<file path="src/rtl/vfd_ramp_ctrl.sv">
// vfd_ramp_ctrl: soft-start/soft-stop ramp of a half-period divider terminal count driving clk_out
module vfd_ramp_ctrl #(
    parameter int CNT_W = 13,
    parameter int RP_W  = 16
) (
    input  logic             clk_in,
    input  logic             reset,
    input  logic             start,
    input  logic             stop,
    input  logic [CNT_W-1:0] target_lim,
    input  logic [CNT_W-1:0] start_lim,
    input  logic [CNT_W-1:0] ramp_step,
    input  logic [RP_W-1:0]  ramp_period,
    output logic             clk_out,
    output logic [CNT_W-1:0] cur_lim,
    output logic [1:0]       state,
    output logic             at_speed,
    output logic             busy
);

    typedef enum logic [1:0] {IDLE, RAMP_UP, RUN, RAMP_DOWN} state_t;

    state_t           state_q, state_d;
    logic [CNT_W-1:0] cur_lim_q, cur_lim_d;
    logic [CNT_W-1:0] tgt_q, tgt_d;
    logic [CNT_W-1:0] strt_q, strt_d;
    logic [CNT_W-1:0] div_cnt_q, div_cnt_d;
    logic [RP_W-1:0]  rcnt_q, rcnt_d;
    logic             stopping_q, stopping_d;
    logic             clk_out_q, clk_out_d;
    logic             at_speed_q, busy_q;

    logic [CNT_W-1:0] step;
    logic [CNT_W-1:0] dest;
    logic [CNT_W:0]   up_sum;
    logic [CNT_W:0]   dn_sum;
    logic             ramping;
    logic             tick;
    logic             stop_ok;
    logic             start_ok;

    // Ramp tick, effective step and the widened sums used for wrap-free limit compares
    always_comb begin
        step     = (ramp_step == '0) ? CNT_W'(1) : ramp_step;
        ramping  = (state_q == RAMP_UP) || (state_q == RAMP_DOWN);
        tick     = ramping && (rcnt_q == ramp_period);
        dest     = stopping_q ? strt_q : tgt_q;
        up_sum   = {1'b0, tgt_q} + {1'b0, step};
        dn_sum   = {1'b0, cur_lim_q} + {1'b0, step};
        stop_ok  = stop && (state_q != IDLE) && !(stopping_q && (state_q == RAMP_DOWN));
        start_ok = start && !stop;
    end

    // Sequencer: commands take priority over ramp ticks, stop beats start, IDLE entry zeroes the limit
    always_comb begin
        state_d    = state_q;
        cur_lim_d  = cur_lim_q;
        tgt_d      = tgt_q;
        strt_d     = strt_q;
        stopping_d = stopping_q;
        if (stop_ok) begin
            stopping_d = 1'b1;
            state_d    = RAMP_DOWN;
        end else if (start_ok && (state_q == IDLE)) begin
            tgt_d     = target_lim;
            strt_d    = start_lim;
            cur_lim_d = start_lim;
            state_d   = (target_lim < start_lim) ? RAMP_UP :
                        (target_lim > start_lim) ? RAMP_DOWN : RUN;
        end else if (start_ok) begin
            stopping_d = 1'b0;
            tgt_d      = target_lim;
            state_d    = (target_lim < cur_lim_q) ? RAMP_UP :
                         (target_lim > cur_lim_q) ? RAMP_DOWN : RUN;
        end else if (tick && (state_q == RAMP_UP)) begin
            cur_lim_d = ({1'b0, cur_lim_q} <= up_sum) ? tgt_q : cur_lim_q - step;
            state_d   = ({1'b0, cur_lim_q} <= up_sum) ? RUN : RAMP_UP;
        end else if (tick) begin
            cur_lim_d = (dn_sum >= {1'b0, dest}) ? dest : dn_sum[CNT_W-1:0];
            state_d   = (dn_sum < {1'b0, dest}) ? RAMP_DOWN : stopping_q ? IDLE : RUN;
        end
        if (state_d == IDLE) begin
            cur_lim_d  = '0;
            stopping_d = 1'b0;
        end
    end

    // Ramp period counter restarts on any state change and after each tick
    always_comb begin
        rcnt_d = ((state_d != state_q) || !ramping || tick) ? '0 : rcnt_q + 1'b1;
    end

    // Half-period divider; held cleared while idle or entering idle, >= tolerates a shrinking limit
    always_comb begin
        div_cnt_d = div_cnt_q + 1'b1;
        clk_out_d = clk_out_q;
        if ((state_q == IDLE) || (state_d == IDLE)) begin
            div_cnt_d = '0;
            clk_out_d = 1'b0;
        end else if (div_cnt_q >= cur_lim_q) begin
            div_cnt_d = '0;
            clk_out_d = ~clk_out_q;
        end
    end

    // State and datapath registers with asynchronous active-low reset
    always_ff @(posedge clk_in or negedge reset) begin
        if (!reset) begin
            state_q    <= IDLE;
            cur_lim_q  <= '0;
            tgt_q      <= '0;
            strt_q     <= '0;
            div_cnt_q  <= '0;
            rcnt_q     <= '0;
            stopping_q <= 1'b0;
            clk_out_q  <= 1'b0;
            at_speed_q <= 1'b0;
            busy_q     <= 1'b0;
        end else begin
            state_q    <= state_d;
            cur_lim_q  <= cur_lim_d;
            tgt_q      <= tgt_d;
            strt_q     <= strt_d;
            div_cnt_q  <= div_cnt_d;
            rcnt_q     <= rcnt_d;
            stopping_q <= stopping_d;
            clk_out_q  <= clk_out_d;
            at_speed_q <= (state_d == RUN);
            busy_q     <= (state_d != IDLE);
        end
    end

    assign clk_out  = clk_out_q;
    assign cur_lim  = cur_lim_q;
    assign state    = state_q;
    assign at_speed = at_speed_q;
    assign busy     = busy_q;

endmodule

</file>
<file path="config.mk">
export PLATFORM = sky130hd
export DESIGN_NAME = vfd_ramp_ctrl
export DESIGN_NICKNAME = d
export VERILOG_FILES = /design/src/rtl/vfd_ramp_ctrl.sv
export SDC_FILE = /design/constraint.sdc
export NUM_CORES = 1
export LEC_CHECK = 0
export CAP_MARGIN = 20
export CORE_UTILIZATION = 41
export DETAILED_ROUTE_END_ITERATION = 8
export SETUP_SLACK_MARGIN = 0.15
export SYNTH_ARGS = -nofsm -noshare
export SYNTH_HDL_FRONTEND = slang
export SYNTH_SLANG_ARGS = --single-unit
</file>
<file path="constraint.sdc">
create_clock -name clk_in -period 7.3 [get_ports clk_in]
set_clock_uncertainty 0.05 [all_clocks]
set_input_delay 0.73 -clock clk_in [delete_from_list [all_inputs] [get_ports clk_in]]
set_output_delay 0.73 -clock clk_in [all_outputs]
set_load 0.03 [all_outputs]
</file>
Yosys cells after proc, flatten, opt, wreduce, memory -nomap -nowiden
Cells that the tools add are included.
- add/subtract/negate cells: 5
- order comparisons: 8
- eq/ne operators: 8
- multiplexer cells: 33
- bitwise operators: 2
- reductions and logical operators: 27
- operator list (kind ; number):
    13-bit 2-to-1 mux ; 14
    13-bit by 13-bit adder with 14-bit output ; 2
    13-bit > comparator ; 2
    13-bit < comparator ; 2
    2-bit 2-to-1 mux ; 10
    16-bit by 1-bit adder with 16-bit output, second input constant ; 1
    16-bit == test ; 1
    16-bit 2-to-1 mux ; 1
    14-bit by 13-bit greater-or-equal comparator with 1-bit output ; 1
    13-bit by 14-bit less-or-equal comparator with 1-bit output ; 1
    14-bit by 13-bit < comparator with 1-bit output ; 1
    13-bit by 1-bit adder with 13-bit output, second input constant ; 1
    13-bit greater-or-equal comparator ; 1
    13-bit zero test ; 1
    13-bit subtractor ; 1
    1-bit 2-to-1 mux ; 8
    2-bit nonzero test ; 4
    1-bit logical AND ; 7
    2-bit AND reduction ; 3
    2-bit == test, second input constant ; 2
    2-bit zero test ; 2
    1-bit logical OR ; 4
    4-bit nonzero test ; 1
    1-bit zero test ; 3
    other kinds (8) ; 9
- flip-flop bits (word level): 74
- input bits: 59
- output and inout bits: 18
- word-level logic and storage cells: 93

Logic depth before layout (Yosys ltp)
Gate-level depths: netlist (run 1).
- depth after elaboration: 14
- gate-level depth with buffers: 25
- mapped depth without buffers: 24

Least setup slack after synthesis (run 1)
No wires, ideal clock.
- path type: input to register
- from: input ramp_step[9]
- to: register cur_lim_q[1], in the netlist cur_lim[1]
- setup time: 0.096 ns
- arrival: 4.935 ns
- data required time: 7.154 ns
- path slack: 2.219 ns
- stages on the path: 21
- buffers on the path: 2
- path through: nor4_1 > a31o_2 > ha_1 > fa_1 > nand2b_1 > a221oi_1 > or4_1 > a21oi_1 > o311ai_1 > xnor2_1 > ha_1 > nand4_1 > or3_1 > o221ai_1 > a221o_1 > or3_1 > buf_2 > buf_6 > a211o_1 > a21o_1 > a311oi_2
- word-level cells in the longest chain between the ends: 13
- elaborated cells between the ends (all ways): 28
- classes of those cells: add/sub: 3; order compare: 3; eq/ne: 2; mux: 16; reduce/logical: 4
- ends and longest elaborated chain (item ; RTL line ; RTL):
    start: declaration ; 12 ; input logic [CNT_W-1:0] ramp_step,
    13-bit zero test ; 44 ; step = (ramp_step == '0) ? CNT_W'(1) : ramp_step;
    13-bit 2-to-1 mux * ; 44 ;
    13-bit by 13-bit adder with 14-bit output ; 49 ; dn_sum = {1'b0, cur_lim_q} + {1'b0, step};
    14-bit by 13-bit < comparator with 1-bit output ; 80 ; state_d = (dn_sum < {1'b0, dest}) ? RAMP_DOWN : stopping_q ? IDLE : RUN;
    2-bit 2-to-1 mux ; 80 ;
    2-bit 2-to-1 mux ; 78 ; end else if (tick) begin
    2-bit 2-to-1 mux ; 75 ; end else if (tick && (state_q == RAMP_UP)) begin
    2-bit 2-to-1 mux ; 70 ; end else if (start_ok) begin
    2-bit 2-to-1 mux ; 64 ; end else if (start_ok && (state_q == IDLE)) begin
    2-bit 2-to-1 mux ; 61 ; if (stop_ok) begin
    2-bit zero test ; 82 ; if (state_d == IDLE) begin
    3-bit by 1-bit inequality test with 1-bit output (no source line), or another cell as far along ; - ;
    3-bit AND reduction (no source line) ; - ;
    end signal: assignment ; 121 ; cur_lim_q <= cur_lim_d;
    end: declaration ; 24 ; logic [CNT_W-1:0] cur_lim_q, cur_lim_d;
Every way passes the cells marked *; elsewhere a longest branch is shown, timed or not. The select of a mux whose other input is x is not followed.
A chain may end at the register's enable or synchronous reset.

Worst setup path after layout (run 1)
- from: input ramp_step[8]
- to: register div_cnt_q[7]
- word-level cells in the longest chain between the ends: 13
- elaborated cells between the ends (all ways): 16
- classes of those cells: add/sub: 2; order compare: 2; mux: 9; reduce/logical: 3
- ends and longest elaborated chain (item ; RTL line ; RTL):
    13-bit zero test ; 44 ;
    13-bit 2-to-1 mux * ; 44 ;
    13-bit by 13-bit adder with 14-bit output ; 49 ;
    14-bit by 13-bit < comparator with 1-bit output ; 80 ;
    2-bit 2-to-1 mux ; 80 ;
    2-bit 2-to-1 mux ; 78 ;
    2-bit 2-to-1 mux * ; 75 ;
    2-bit 2-to-1 mux * ; 70 ;
    2-bit 2-to-1 mux * ; 64 ;
    2-bit 2-to-1 mux * ; 61 ;
    via state_d[1] ; 23 ; state_t state_q, state_d;
    2-bit zero test * ; 97 ; if ((state_q == IDLE) || (state_d == IDLE)) begin
    1-bit logical OR * ; 97 ;
    13-bit 2-to-1 mux * ; 97 ;
    via div_cnt_d[7] ; 27 ; logic [CNT_W-1:0] div_cnt_q, div_cnt_d;
    end signal: assignment ; 124 ; div_cnt_q <= div_cnt_d;
    end: declaration ; 27 ;
The timed path passes the listed nets; every way through them passes the cells marked *.

==> metrics.md, run 1 <==
| Metric | Value |
|---|---|
| Vias per inst | 5.596 |
| Power Dens Cells | 219.3 nW/um2 |
| Cells after DPL | approximately 1100 |
| RSZ-0062 raised after global routing | no |
| Area delta synth->final | 16.01% |
| Post-synth top area cell | dfrtp_1 |
| Setup_tns | 0 ps |
| CP Max Fanout | 13 |
| Cells taking the most area after synthesis | dfrtp_1 25%, ha_1 18%, xor2_1 5.4%, nand2_1 4.5%, nor2_1 3.4% |
| Grt total ovfl | 0 |
| Reg-to-reg slack, setup | roughly 2000 ps |
| Outcome | completed |
| Starting Density | 0.4210 |
| Global-route wire length before repair | around 33 mm |
| Layout cells sized above 1 | 0.07018 |
| Hold Path Class | register to register |
| I/O pin count | 77 |
| Die X | about 140 um |
| Final clock period utilization by the worst path | 0.8835 |
| PostCTS Resize Cnt | 0 |
| FF/Latch Area | 1852 um2 |
| CP required | 7440 ps |
| Most frequent cell after synthesis | ha_1 |
| Max-Slew Margin vs Limit | 0.3433 |
| Startpoint Class | primary input |
| Crit path DAT | 6590 ps |
| Multi-input logic area | 5006 um2 |
| Post-layout util | 0.4884 |
| Initial antenna violation count | 0 |
| CTS tree | built |
| EDFF count, synth | 0 |
| Vias | 6363 |
| Worst Hold Slack | roughly 430 ps |
| Slowest-stage cell, CP | o221ai_2 |
| Top post-synthesis cells by count | 105 x ha_1, 87 x nand2_1, 74 x dfrtp_1, 66 x nor2_1, 65 x inv_1 |
| Worst path bufs/invs | 2 |
| Sequential fraction of the synthesis area | 0.2534 |
| Top cell family by delay on the critical path | compound AO/OA/AOI/OAI gates |
| Ys Warns | 0 |
| Fmax | 0.1551 GHz |
| Lkg Pwr | 3.844 nW |
| Syn_area_per_cell | 8.536 um2 |
| Count of cell types in the netlist | 73 |
| Die height | about 140 um |
| Crit Path Category | primary input to register |
| Top-area cell type share of the netlist area | 0.2534 |
| Crit-path most repeated cell | o21ai_0 |
| Clock sinks | 74 |
| # fillers | 1724 |
| Mapped Nets | slightly above 1000 |
| Fin. Hold Viols | 0 |
| Mean routed wirelength per cell | 18.05 um |
| Detail Route Antenna Nets | 0 |
| Hold Buf Count CTS | 0 |
| Core area | 17360 um2 |
| Cells after Synth | around 860 |
| Ys async rst share | 1.000 |
| Slew Limit Fails | 0 |
| Largest net degree at the start of global routing | 75 |
| Worst VDD drop | 0.1448 mV |
| 1st-iter DRT viols | 421 |
| Fin nets | 1074 |
| Port buffer count | 76 |
| Setup Fix Bufs, Post-CTS | 0 |
| GPL Wtd Cong | 0.8646 |
| Total track usage | 0.2361 |
| Worst setup EP type | register |
| DIE AREA | 18360 um2 |
| Clk root buf | clkbuf_16 |
| DRC | 0 |
| Final setup viols | 0 |
| H-tree levels | 3 |
| Synthesized area | between 7000 and 8000 um2 |
| DP Wirelength | ~16 mm |
| TritonCTS Buffers | 9 |
| Max Cap Viol | 0 |
| #FFs+latches synth | 74 |
| Post-Layout Cell Count | 1137 |
| Min Tclk post-route | 6450 ps |
| Clock tree buffer depth | 2 |
| CP max stage delay | roughly 550 ps |
| Overall routed net length | 20.52 mm |
| Initial DRT Pass Iterations | 7 |
| CTS clock-pin slew for the worst setup and hold paths | 60 ps |
| Clk Latency, worst-skew pair | around 340 ps |
| Worst-margin pin slew | 980.4 ps |
| Main flop type after synthesis | dfrtp_1 |
| Vias in the first global route | 6358 |
| Number of antenna repair diodes | 0 |
| Row cnt | 48 |
==> worst register-to-register path: stages (launching register included) <==
cell and delay (ps):
dfrtp_1 420, ha_1 260, inv_1 80, fa_1 220, nor2b_1 60, o21ai_0 210, a21oi_1 120, o21ai_0 160
nand2b_1 110, a21oi_1 220, o21ai_0 140, o41ai_1 340, xor2_1 190, ha_1 260, nand3_1 120, nor2_1 70
a221oi_1 220, o21ai_1 190, or2_2 450, o221ai_1 400, nand2_2 180, o221ai_2 550, nor2_1 130
==> state kept, by name (all words and copies together), names as in the netlist <==
register / cells
stopping_q: 1
cur_lim: 13
clk_out: 1
div_cnt_q: 13
busy: 1
at_speed: 1
rcnt_q: 16
strt_q: 13
state: 2
tgt_q: 13
==> worst paths after layout <==
check                           cells after the start          from            end
max in group asynchronous                           1         reset       tgt_q[2]
worst max-delay path                               25  ramp_step[8]   div_cnt_q[7]
worst max register to register                     22      tgt_q[0]   div_cnt_q[7]
min in group asynchronous                           1         reset  div_cnt_q[10]
worst min register to register                      2     strt_q[0]      strt_q[0]
worst min-delay path                                2     strt_q[0]      strt_q[0]
==> cell usage in the layout (no fill, tap or decap), types with 7 or more instances in the layout <==
master and count:
nand3_1 27, ha_1 105, nand4_1 10, mux2_2 14, inv_1 65, mux2i_1 16
nand2_1 87, clkbuf_16 9, o211ai_1 17, nor2_1 66, xor2_1 45, and3_1 10
a21oi_1 47, nor2b_1 12, o21ai_0 40, xnor2_1 25, nor3_1 8, a21o_1 14
a211oi_1 12, nor4_1 7, nand2b_1 9, a31oi_1 8, clkdlybuf4s50_1 75, dfrtp_1 74
==> stage by stage <==
step	area (um2)	power, mW	worst slack [ps]
after floorplan	7307	1.175	2219
after global placement	8182	1.407	655.2
after detailed placement	8182	1.413	469.3
after CTS	8477	1.863	795.9
after global routing	8477	1.995	333.2
final	8477	1.859	850.5
==> final cells by class <==
| cell class | instances | area share |
|---|---|---|
| Multi-Input combinational cell | 675 | 0.5906 |
| Sequential cell | 74 | 0.2185 |
| Timing Repair Buffer | 80 | 0.09299 |
| Tap cell | 225 | 0.03321 |
| Inverter | 67 | 0.02996 |
| Clock buffer | 10 | 0.02701 |
| Clock inverter | 6 | 0.007823 |
==> cell families after synthesis <==
logic type               synth area share
adder cells (fa/ha/maj)            0.1880
multiplexers                      0.04503
buffers and inverters             0.06181
AO/OA/AOI/OAI                      0.1906
XOR/XNOR                          0.08390
AND/OR/NAND/NOR                    0.1772
flip-flops                         0.2534
==> where the power goes <==
group | switching [mW] | total [mW] | internal (mW)
combinational | 0.463 | 0.841 | 0.378
clock | 0.181 | 0.446 | 0.265
sequential | 0.107 | 0.571 | 0.464
==> metal layers <==
layer  GRT usage  wire [um]  vias to the layer above
met5           0          0                        -
met1      0.3175       9527                     3033
met2      0.3972       9744                      167
met4     0.07366        378                        0
met3     0.02357        872                       29
li1            -          -                     3134
Note: power is estimated with default switching activity, not from simulation.
==> run 2: changes to the inputs <==
--- a/config.mk
+++ b/config.mk
@@ -8,6 +8,7 @@
 export CAP_MARGIN = 20
 export CORE_UTILIZATION = 41
 export DETAILED_ROUTE_END_ITERATION = 8
+export HOLD_SLACK_MARGIN = 0.15
 export SETUP_SLACK_MARGIN = 0.15
 export SYNTH_ARGS = -nofsm -noshare
 export SYNTH_HDL_FRONTEND = slang
==> results of run 2 <==
Same layout as run 1: the final DEF is identical, and so are final timing and power.
==> run 3: changes to the inputs <==
--- a/config.mk
+++ b/config.mk
@@ -9,7 +9,9 @@
 export CORE_UTILIZATION = 41
 export DETAILED_ROUTE_END_ITERATION = 8
 export HOLD_SLACK_MARGIN = 0.15
+export REMOVE_ABC_BUFFERS = 1
 export SETUP_SLACK_MARGIN = 0.15
 export SYNTH_ARGS = -nofsm -noshare
 export SYNTH_HDL_FRONTEND = slang
 export SYNTH_SLANG_ARGS = --single-unit
+export TNS_END_PERCENT = 30
==> metrics.md, run 3 (synthesis results as in run 1) <==
| Metric | Value |
|---|---|
| Outcome | completed |
| CP max stage delay | 640 ps |
| 1st-iter DRT viols | 407 |
| Startpoint Class | primary input |
| Total track usage | 0.2382 |
| Die X | 135.5 um |
| Max-Slew Margin vs Limit | 0.3539 |
| Crit-path most repeated cell | o21ai_0 |
| Power Dens Cells | ~220 nW/um2 |
| Worst Hold Slack | 425.1 ps |
| I/O pin count | 77 |
| Clk root buf | clkbuf_16 |
| Overall routed net length | 20.70 mm |
| PostCTS Resize Cnt | 0 |
| Most frequent cells in the layout | 105 x ha_1, 87 x nand2_1, 75 x clkdlybuf4s50_1 |
| Final setup viols | 0 |
| Port buffer count | 76 |
| Layout cells sized above 1 | 0.06915 |
| Fin nets | 1073 |
| Clock share of power | 0.241 |
| Biggest register | rcnt_q |
| Fin. Hold Viols | 0 |
| Final clock period utilization by the worst path | 0.8947 |
| Row cnt | 48 |
| # fillers | 1698 |
| Logic pwr share | 0.453 |
| Clk Latency, worst-skew pair | 340 ps |
| Vias per inst | 5.536 |
| Number of antenna repair diodes | 0 |
| Largest net degree at the start of global routing | 75 |
| Hold_sp | strt_q[8] |
| Crit Path Category | primary input to register |
| DIE AREA | 18360 um2 |
| CP Max Fanout | 13 |
| NetSw | approximately 750 uW |
| Worst R2R Start | cur_lim[0] |
| Mean routed wirelength per cell | around 18 um |
| Worst hold stages | 2 |
| Detail Route Antenna Nets | 0 |
| GPL Wtd Cong | 0.8791 |
| CTS clock-pin slew for the worst setup and hold paths | 60 ps |
| Initial DRT Pass Iterations | 5 |
| Grt total ovfl | 0 |
| Worst-margin pin slew | 964.6 ps |
| Fmax | 0.1531 GHz |
| Starting Density | 0.4210 |
| Sw Ratio | 0.4037 |
| Die height | around 140 um |
| Vias in the first global route | 6278 |
| Vias | 6289 |
| Max FFs per register | 16 |
| Max Cap Viol | 0 |
| H-tree levels | 3 |
| Reg-to-reg slack, setup | between 1500 and 2000 ps |
| Slew Limit Fails | 0 |
| DRC | 0 |
| TritonCTS Buffers | 9 |
| Hold Buf Count CTS | 0 |
| Hold Path Class | register to register |
| Core area | 17360 um2 |
| Flop pwr share | 0.307 |
| Worst Setup SP | ramp_step[8] |
| Crit path DAT | approximately 6700 ps |
| Most common cell after layout, fill and taps aside | ha_1 |
| DP Wirelength | 16.54 mm |
| Worst setup EP type | register |
| Lkg Pwr | 3.847 nW |
| CP required | 7440 ps |
| Cells after DPL | around 1100 |
| Setup Fix Bufs, Post-CTS | 0 |
| Internal power | 1.104 mW |
| Clock sinks | 74 |
| Slowest-stage cell, CP | nor4_1 |
| Area delta synth->final | 15.89% |
| Post-Layout Cell Count | 1136 |
| Global-route wire length before repair | between 30 and 40 mm |
| CTS tree | built |
| RSZ-0062 raised after global routing | no |
| Clock tree buffer depth | 2 |
| Worst VDD drop | 0.1629 mV |
| Post-layout util | 0.4879 |
| Setup_tns | 0 ps |
| R2R depth | 19 |
| Min Tclk post-route | roughly 6500 ps |
| Initial antenna violation count | 0 |
-- run 3: changes by cell type in the layout (fill, tap and decap cells not counted) --
cell,change
clkinv_4,+1
buf_4,-1
clkinv_2,+1
clkinvlp_4,-2
-- run 3: worst paths after layout --
kind,end
min,strt_q[8]
min in group asynchronous,rcnt_q[8]
min reg2reg,strt_q[8]
max,div_cnt_q[3]
max reg2reg,cur_lim[0]
max in group asynchronous,busy
-- run 3: power groups by stage --
stage / registers, mW / clock network (mW) / logic [mW]
after floorplan: 0.554 / 0 / 0.587
after detailed placement: 0.574 / 0 / 0.838
after CTS: 0.567 / 0.452 / 0.844
after global placement: 0.573 / 0 / 0.830
after global routing: 0.578 / 0.474 / 0.943
final: 0.568 / 0.446 / 0.838
-- run 3: area by class of cell --
cell class	count	area (um2)	area share
inverters	67	254.0	0.02999
well taps	225	281.5	0.03324
multi-input cells	675	5006	0.5912
flip-flops and latches	74	1852	0.2187
repair buffers	79	780.7	0.09220
clock buffers	10	229.0	0.02704
clock inverters	6	65.06	0.007683
-- run 3: per-stage QoR --
| stage | worst slack (ps) | power, mW | cell area (um2) |
|---|---|---|---|
| 4_1_cts | 817.1 | 1.863 | 8468 |
| 5_1_grt | 315.0 | 1.995 | 8468 |
| 2_1_floorplan | 2100 | 1.141 | 7109 |
| 6_report | 768.8 | 1.852 | 8468 |
| 3_5_place_dp | 488.1 | 1.412 | 8174 |
| 3_3_place_gp | 669.9 | 1.403 | 8174 |
-- run 3: worst max-delay path: cells and delay by family --
| kind | cells | cell delay, ps |
|---|---|---|
| fa+ha+maj | 3 | 900 |
| buf+inv | 2 | 540 |
| compound gates | 11 | 2530 |
| xor+xnor | 1 | 150 |
| simple gates | 8 | 1800 |
-- run 3: layer usage --
metal  track usage  part of all wire  vias up
li1              -                 -     3138
met1        0.3109              0.47     2991
met2        0.4114              0.48      133
met3       0.02319             0.029       27
met4       0.07678             0.023        0
met5             0                 0        -
